File: src/rtl/multiplier_async_pkg.sv
// Shared definitions for the multiply-accumulate / divide / exponentiation family:
// the common operation state encoding and the default operand width.
package multiplier_async_pkg;

   localparam int DEFAULT_WIDTH = 16;

   typedef enum logic [1:0] {
      IDLE = 2'd0,
      BUSY = 2'd1,
      DONE = 2'd2
   } op_state_e;

   // Iteration counter width able to hold the value WIDTH without wrapping.
   function automatic int cnt_width(input int w);
      return $clog2(w) + 1;
   endfunction

endpackage

File: src/rtl/multiplier_async.sv
// Sequential radix-2 shift-add multiply-accumulate: product = A*B + C, one multiplier
// bit per cycle (LSB first), fixed WIDTH-cycle latency, single-operation-per-start handshake.
module multiplier_async
   import multiplier_async_pkg::*;
#(
   parameter int WIDTH = DEFAULT_WIDTH
) (
   input  logic                 clk,
   input  logic                 rst,
   input  logic [WIDTH-1:0]     multiplicand,
   input  logic [WIDTH-1:0]     multiplier,
   input  logic [WIDTH-1:0]     addend,
   input  logic                 start,
   output logic [2*WIDTH-1:0]   product,
   output logic                 ready
);

   localparam int PW = 2 * WIDTH;
   localparam int CW = cnt_width(WIDTH);
   localparam logic [CW-1:0] LAST_CNT = CW'(WIDTH - 1);
   localparam logic [CW-1:0] CNT_ONE  = CW'(1);

   op_state_e        state_r;
   op_state_e        next_state_s;
   logic [PW-1:0]    mcand_r;
   logic [WIDTH-1:0] mplier_r;
   logic [PW-1:0]    acc_r;
   logic [CW-1:0]    cnt_r;
   logic [PW-1:0]    product_r;
   logic [PW-1:0]    partial_s;
   logic [PW-1:0]    sum_s;
   logic             load_s;
   logic             step_s;
   logic             last_s;
   logic             ready_s;

   // State register.
   always_ff @(posedge clk or negedge rst) begin
      if (!rst) begin
         state_r <= IDLE;
      end else begin
         state_r <= next_state_s;
      end
   end

   // Next-state logic; DONE waits for start to drop so a held level runs only once.
   always_comb begin
      next_state_s = state_r;
      case (state_r)
         IDLE: begin
            if (start) begin
               next_state_s = BUSY;
            end else begin
               next_state_s = IDLE;
            end
         end
         BUSY: begin
            if (cnt_r == LAST_CNT) begin
               next_state_s = DONE;
            end else begin
               next_state_s = BUSY;
            end
         end
         DONE: begin
            if (start) begin
               next_state_s = DONE;
            end else begin
               next_state_s = IDLE;
            end
         end
         default: begin
            next_state_s = IDLE;
         end
      endcase
   end

   // Output and datapath-control decode; ready depends on state only.
   always_comb begin
      load_s  = 1'b0;
      step_s  = 1'b0;
      last_s  = 1'b0;
      ready_s = 1'b1;
      case (state_r)
         IDLE: begin
            load_s  = start;
            ready_s = 1'b1;
         end
         BUSY: begin
            step_s  = 1'b1;
            ready_s = 1'b0;
            if (cnt_r == LAST_CNT) begin
               last_s = 1'b1;
            end else begin
               last_s = 1'b0;
            end
         end
         DONE: begin
            ready_s = 1'b1;
         end
         default: begin
            ready_s = 1'b1;
         end
      endcase
   end

   // Partial product for the current multiplier bit and the running sum.
   always_comb begin
      if (mplier_r[0]) begin
         partial_s = mcand_r;
      end else begin
         partial_s = {PW{1'b0}};
      end
      sum_s = acc_r + partial_s;
   end

   // Shift-add datapath: capture loads C into the accumulator, each BUSY cycle consumes one bit of B.
   always_ff @(posedge clk or negedge rst) begin
      if (!rst) begin
         mcand_r  <= {PW{1'b0}};
         mplier_r <= {WIDTH{1'b0}};
         acc_r    <= {PW{1'b0}};
         cnt_r    <= {CW{1'b0}};
      end else if (load_s) begin
         mcand_r  <= {{WIDTH{1'b0}}, multiplicand};
         mplier_r <= multiplier;
         acc_r    <= {{WIDTH{1'b0}}, addend};
         cnt_r    <= {CW{1'b0}};
      end else if (step_s) begin
         mcand_r  <= mcand_r << 1;
         mplier_r <= mplier_r >> 1;
         acc_r    <= sum_s;
         if (!last_s) begin
            cnt_r <= cnt_r + CNT_ONE;
         end
      end
   end

   // Result register: written only with the final sum so partial sums never leak out.
   always_ff @(posedge clk or negedge rst) begin
      if (!rst) begin
         product_r <= {PW{1'b0}};
      end else if (last_s) begin
         product_r <= sum_s;
      end
   end

   assign product = product_r;
   assign ready   = ready_s;

endmodule
File: config.mk
export PLATFORM = sky130hd
export DESIGN_NAME = multiplier_async
export DESIGN_NICKNAME = d
export VERILOG_FILES = /design/src/rtl/multiplier_async_pkg.sv /design/src/rtl/multiplier_async.sv
export SDC_FILE = /design/constraint.sdc
export NUM_CORES = 1
export LEC_CHECK = 0
export BUFFER_PORTS_ARGS = -buffer_cell sky130_fd_sc_hd__buf_4
export CORE_MARGIN = 2
export CORE_UTILIZATION = 40
export CTS_CLUSTER_DIAMETER = 120
export CTS_CLUSTER_SIZE = 24
export DETAILED_ROUTE_END_ITERATION = 7
export PLACE_DENSITY = 0.63
export SYNTH_ARGS = -nofsm -noshare
export SYNTH_HDL_FRONTEND = slang
export SYNTH_SLANG_ARGS = --single-unit
File: constraint.sdc
create_clock -name clk -period 4.3 [get_ports clk]
set_clock_uncertainty 0.2 [all_clocks]
set_input_delay 0.215 -clock clk [delete_from_list [all_inputs] [get_ports clk]]
set_output_delay 0.215 -clock clk [all_outputs]
set_load 0.01 [all_outputs]
==> Flow_metrics.wiki <==
{| class="wikitable"
! Metric !! Value
|-
| Worst skew pair latency || around 0.43 ns
|-
| Power per standard cell area || between 900 and 1000 nW/um^2
|-
| Share of the core filled with cells || 0.5113
|-
| Critical path startpoint category || flop
|-
| Layout Cells excl Fill || 1,078
|-
| Gate Count Post-Synth || around 740
|-
| Startpoint of the most critical setup path || mplier_r[0]$_DFFE_PN0P_
|-
| Synth Net Count || roughly 820
|-
| Number of antenna violations at the first check in global routing || 0
|-
| Syn_area_per_cell || 9.424 um^2
|-
| Area of the core || 17,120 um^2
|-
| Share of flip-flops with an asynchronous set or reset after synthesis || 1.000
|-
| Initial core utilization || 0.4058
|-
| Die X-Extent || 135.8 um
|-
| Worst min path class || in2reg
|-
| Global-route wire length before repair || 32.29 mm
|-
| Root buf cell || clkbuf_16
|-
| Cts bufs inserted || 17
|-
| First-pass DRT Iterations || 4
|-
| Largest net degree at the start of global routing || a little over 60
|-
| # port buffers || 83
|-
| Max-cap violations || 0
|-
| Synth Cell Area || between 6000 and 7000 um^2
|-
| Largest buffer count on any clock path || 2
|-
| Total leakage power || slightly below 4 nW
|-
| Hold slack || around 0.0067 ns
|-
| Max Slew Vio Count || 0
|-
| Wire length after detailed routing || 19.75 mm
|-
| Worst slack at placement || 0.9425 ns
|-
| Global-route usage over all layers || 0.2232
|-
| Remaining Overflow, GRT || 0
|-
| FMAX || 0.2951 GHz
|-
| Flops & latches, synth || ~120
|-
| Outcome || finished, final reports clean
|-
| Vias in the first global route || ~6,400
|-
| Worst path setup slack after routing || approximately 0.91 ns
|-
| Area post-placement || just under 8000 um^2
|-
| Seq/Total Area, Yosys || 0.4288
|-
| Via density per instance || between 5 and 6
|-
| Number of nets in the layout || between 900 and 1,000
|-
| I/O pins || 84
|-
| Clock transition at path regs || around 0.06 ns
|-
| Distinct cell type count of the synthesized netlist || 64
|-
| Row count || 48
|-
| Remaining DRCs || 0
|-
| Highest net fanout along the worst path || 19
|-
| Post-detailed-route count of antenna-violating nets || 0
|-
| RSZ-0062 raised after global routing || no
|-
| Floorplan die area || 18,430 um^2
|-
| Period minus WS final || roughly 3.4 ns
|-
| Number of warnings reported in the yosys synthesis log || 0
|-
| Final count of hold timing violations || 0
|-
| IR drop worst, VDD || slightly below 0.4 mV
|-
| Top flip-flop cell by instance count after synthesis || dfrtp_1
|-
| Endpoint of the worst register-to-register path || product[22]$_DFFE_PN0P_
|-
| Critical setup path kind || reg2reg
|-
| Data arrival time at the worst-slack endpoint || between 3 and 4 ns
|-
| Fraction of final layout cells sized beyond drive strength 1 || 0.1805
|-
| TritonCTS clock tree || built
|-
| Post-cts sizing count || 0
|-
| Path depth of the worst reg2reg path || 10
|-
| Slew at the pin closest to its max-slew limit || between 1 and 1.5 ns
|-
| Final weighted congestion in routability-driven placement || between 0.8 and 0.9
|-
| Total design power || between 8 and 9 mW
|-
| Fraction of the cycle the final worst path needs || 0.7881
|-
| Final setup violating endpoints || 0
|-
| # clock sinks || about 120
|-
| CP endpoint kind || flop
|-
| Detailed placement HPWL || 13.54 mm
|-
| EDFF count, synth || 0
|-
| Initial DRC Count || 491
|-
| CTS H-tree lvls || 4
|-
| Inst Count DP || 1,002
|-
| N_diodes || 0
|-
| Register-to-register path setup slack || 0.91 ns
|-
| Syn-to-layout area delta || 26.01%
|-
| Critical path required time || between 4 and 5 ns
|-
| Relative slew slack || 0.3253
|-
| Setup TNS || 0 ns
|-
| Worst setup path end || product[22]$_DFFE_PN0P_
|-
| Via Count || ~6,400
|-
| Finished layout cell area || between 8000 and 9000 um^2
|-
| Die span in y || approximately 140 um
|-
| Average wire length per cell after detail routing || about 18 um
|-
| Start of the worst register-to-register path || mplier_r[0]$_DFFE_PN0P_
|}
critical path: stages, from the launching register on:
cell and delay (ns):
dfrtp_1 0.54, and2_1 0.25, ha_1 0.21, fa_1 0.42, a21o_1 0.23, a221oi_2 0.43, or4_4 0.24, nand3_4 0.08
a21boi_4 0.27, xnor2_1 0.13, mux2_2 0.27
synth_stat cells, drive strengths merged (16+ instances only):
| master | n | area share |
|---|---|---|
| dfrtp | 119 | 0.43 |
| o22ai | 78 | 0.071 |
| nand2 | 63 | 0.034 |
| clkbuf | 38 | 0.021 |
| a21oi | 87 | 0.063 |
| nand4 | 16 | 0.014 |
| nand3 | 16 | 0.013 |
| ha | 33 | 0.059 |
| a22o | 25 | 0.032 |
| xnor2 | 18 | 0.023 |
| and2 | 32 | 0.029 |
| o21ai | 45 | 0.032 |
registers in the layout, indices dropped and copies added (netlist names):
signal	count
acc_r	32
cnt_r	5
product	32
state_r	2
mcand_r	32
mplier_r	16
worst min path at each step:
stage                     from                endpoint  slack, ns  cells after the start
finish              addend[13]   acc_r[13]$_DFFE_PN0P_      0.007                      4
global route        addend[13]   acc_r[13]$_DFFE_PN0P_       0.02                      4
CTS                 addend[15]   acc_r[15]$_DFFE_PN0P_      0.003                      4
detailed placement         rst  product[8]$_DFFE_PN0P_       0.16                      1
global placement           rst  product[8]$_DFFE_PN0P_       0.14                      1
floorplan                  rst    acc_r[0]$_DFFE_PN0P_      -0.28                      0
placed cells by master, fill, tap and decap left out, types with 4 or more instances in the layout:
cell	n
dlygate4sd3_1	44
nand2_1	63
nand3_1	15
o21ai_0	40
xor2_1	9
xnor2_1	18
a21o_1	13
clkbuf_16	17
o21a_1	7
clkinvlp_4	4
inv_1	8
o22a_1	12
nor2_1	14
mux2_2	9
o22ai_1	77
nand4_1	16
buf_4	93
a22o_1	25
nor3_1	9
a21boi_0	5
dfrtp_1	119
nor2b_1	5
a21oi_1	87
ha_1	33
and2_1	32
or3_1	8
o21ai_1	4
power breakdown:
group | internal [mW] | switching [mW]
combinational | 1.93 | 2.66
clock | 0.873 | 0.553
sequential | 1.69 | 0.461
cells by family (layout without fill, tap and decap cells):
family          after synthesis  after routing  share of synthesized area
fa+ha+maj                    34             34                    0.06233
buf+inv                      62            178                    0.03585
xor+xnor                     27             27                    0.03405
flops                       119            119                     0.4288
mux                          11             11                    0.01747
simple gates                178            178                     0.1342
compound gates              306            306                     0.2873
layout make-up:
cell class / count / area [um^2]
Multi-Input combinational cell: 556 / 3730
Clock buffer: 19 / 442.9
Inverter: 9 / 33.78
Timing Repair Buffer: 137 / 1139
Clock inverter: 13 / 147.6
Sequential cell: 119 / 2978
Tap cell: 225 / 281.5
Fill cell: 1570 / 8364
per-layer routing:
metal	track usage	vias to the layer above	part of all wire
li1	-	2995	-
met1	0.3042	3146	0.47
met2	0.3575	197	0.46
met3	0.04676	29	0.050
met4	0.06944	0	0.015
met5	0	-	0
what timing repair did:
action	4_1_cts	5_1_grt
hold endpoints to repair	101	0
buffers inserted	0	0
hold buffers	44	0
No activity file was read; power rests on OpenSTA's default activity.
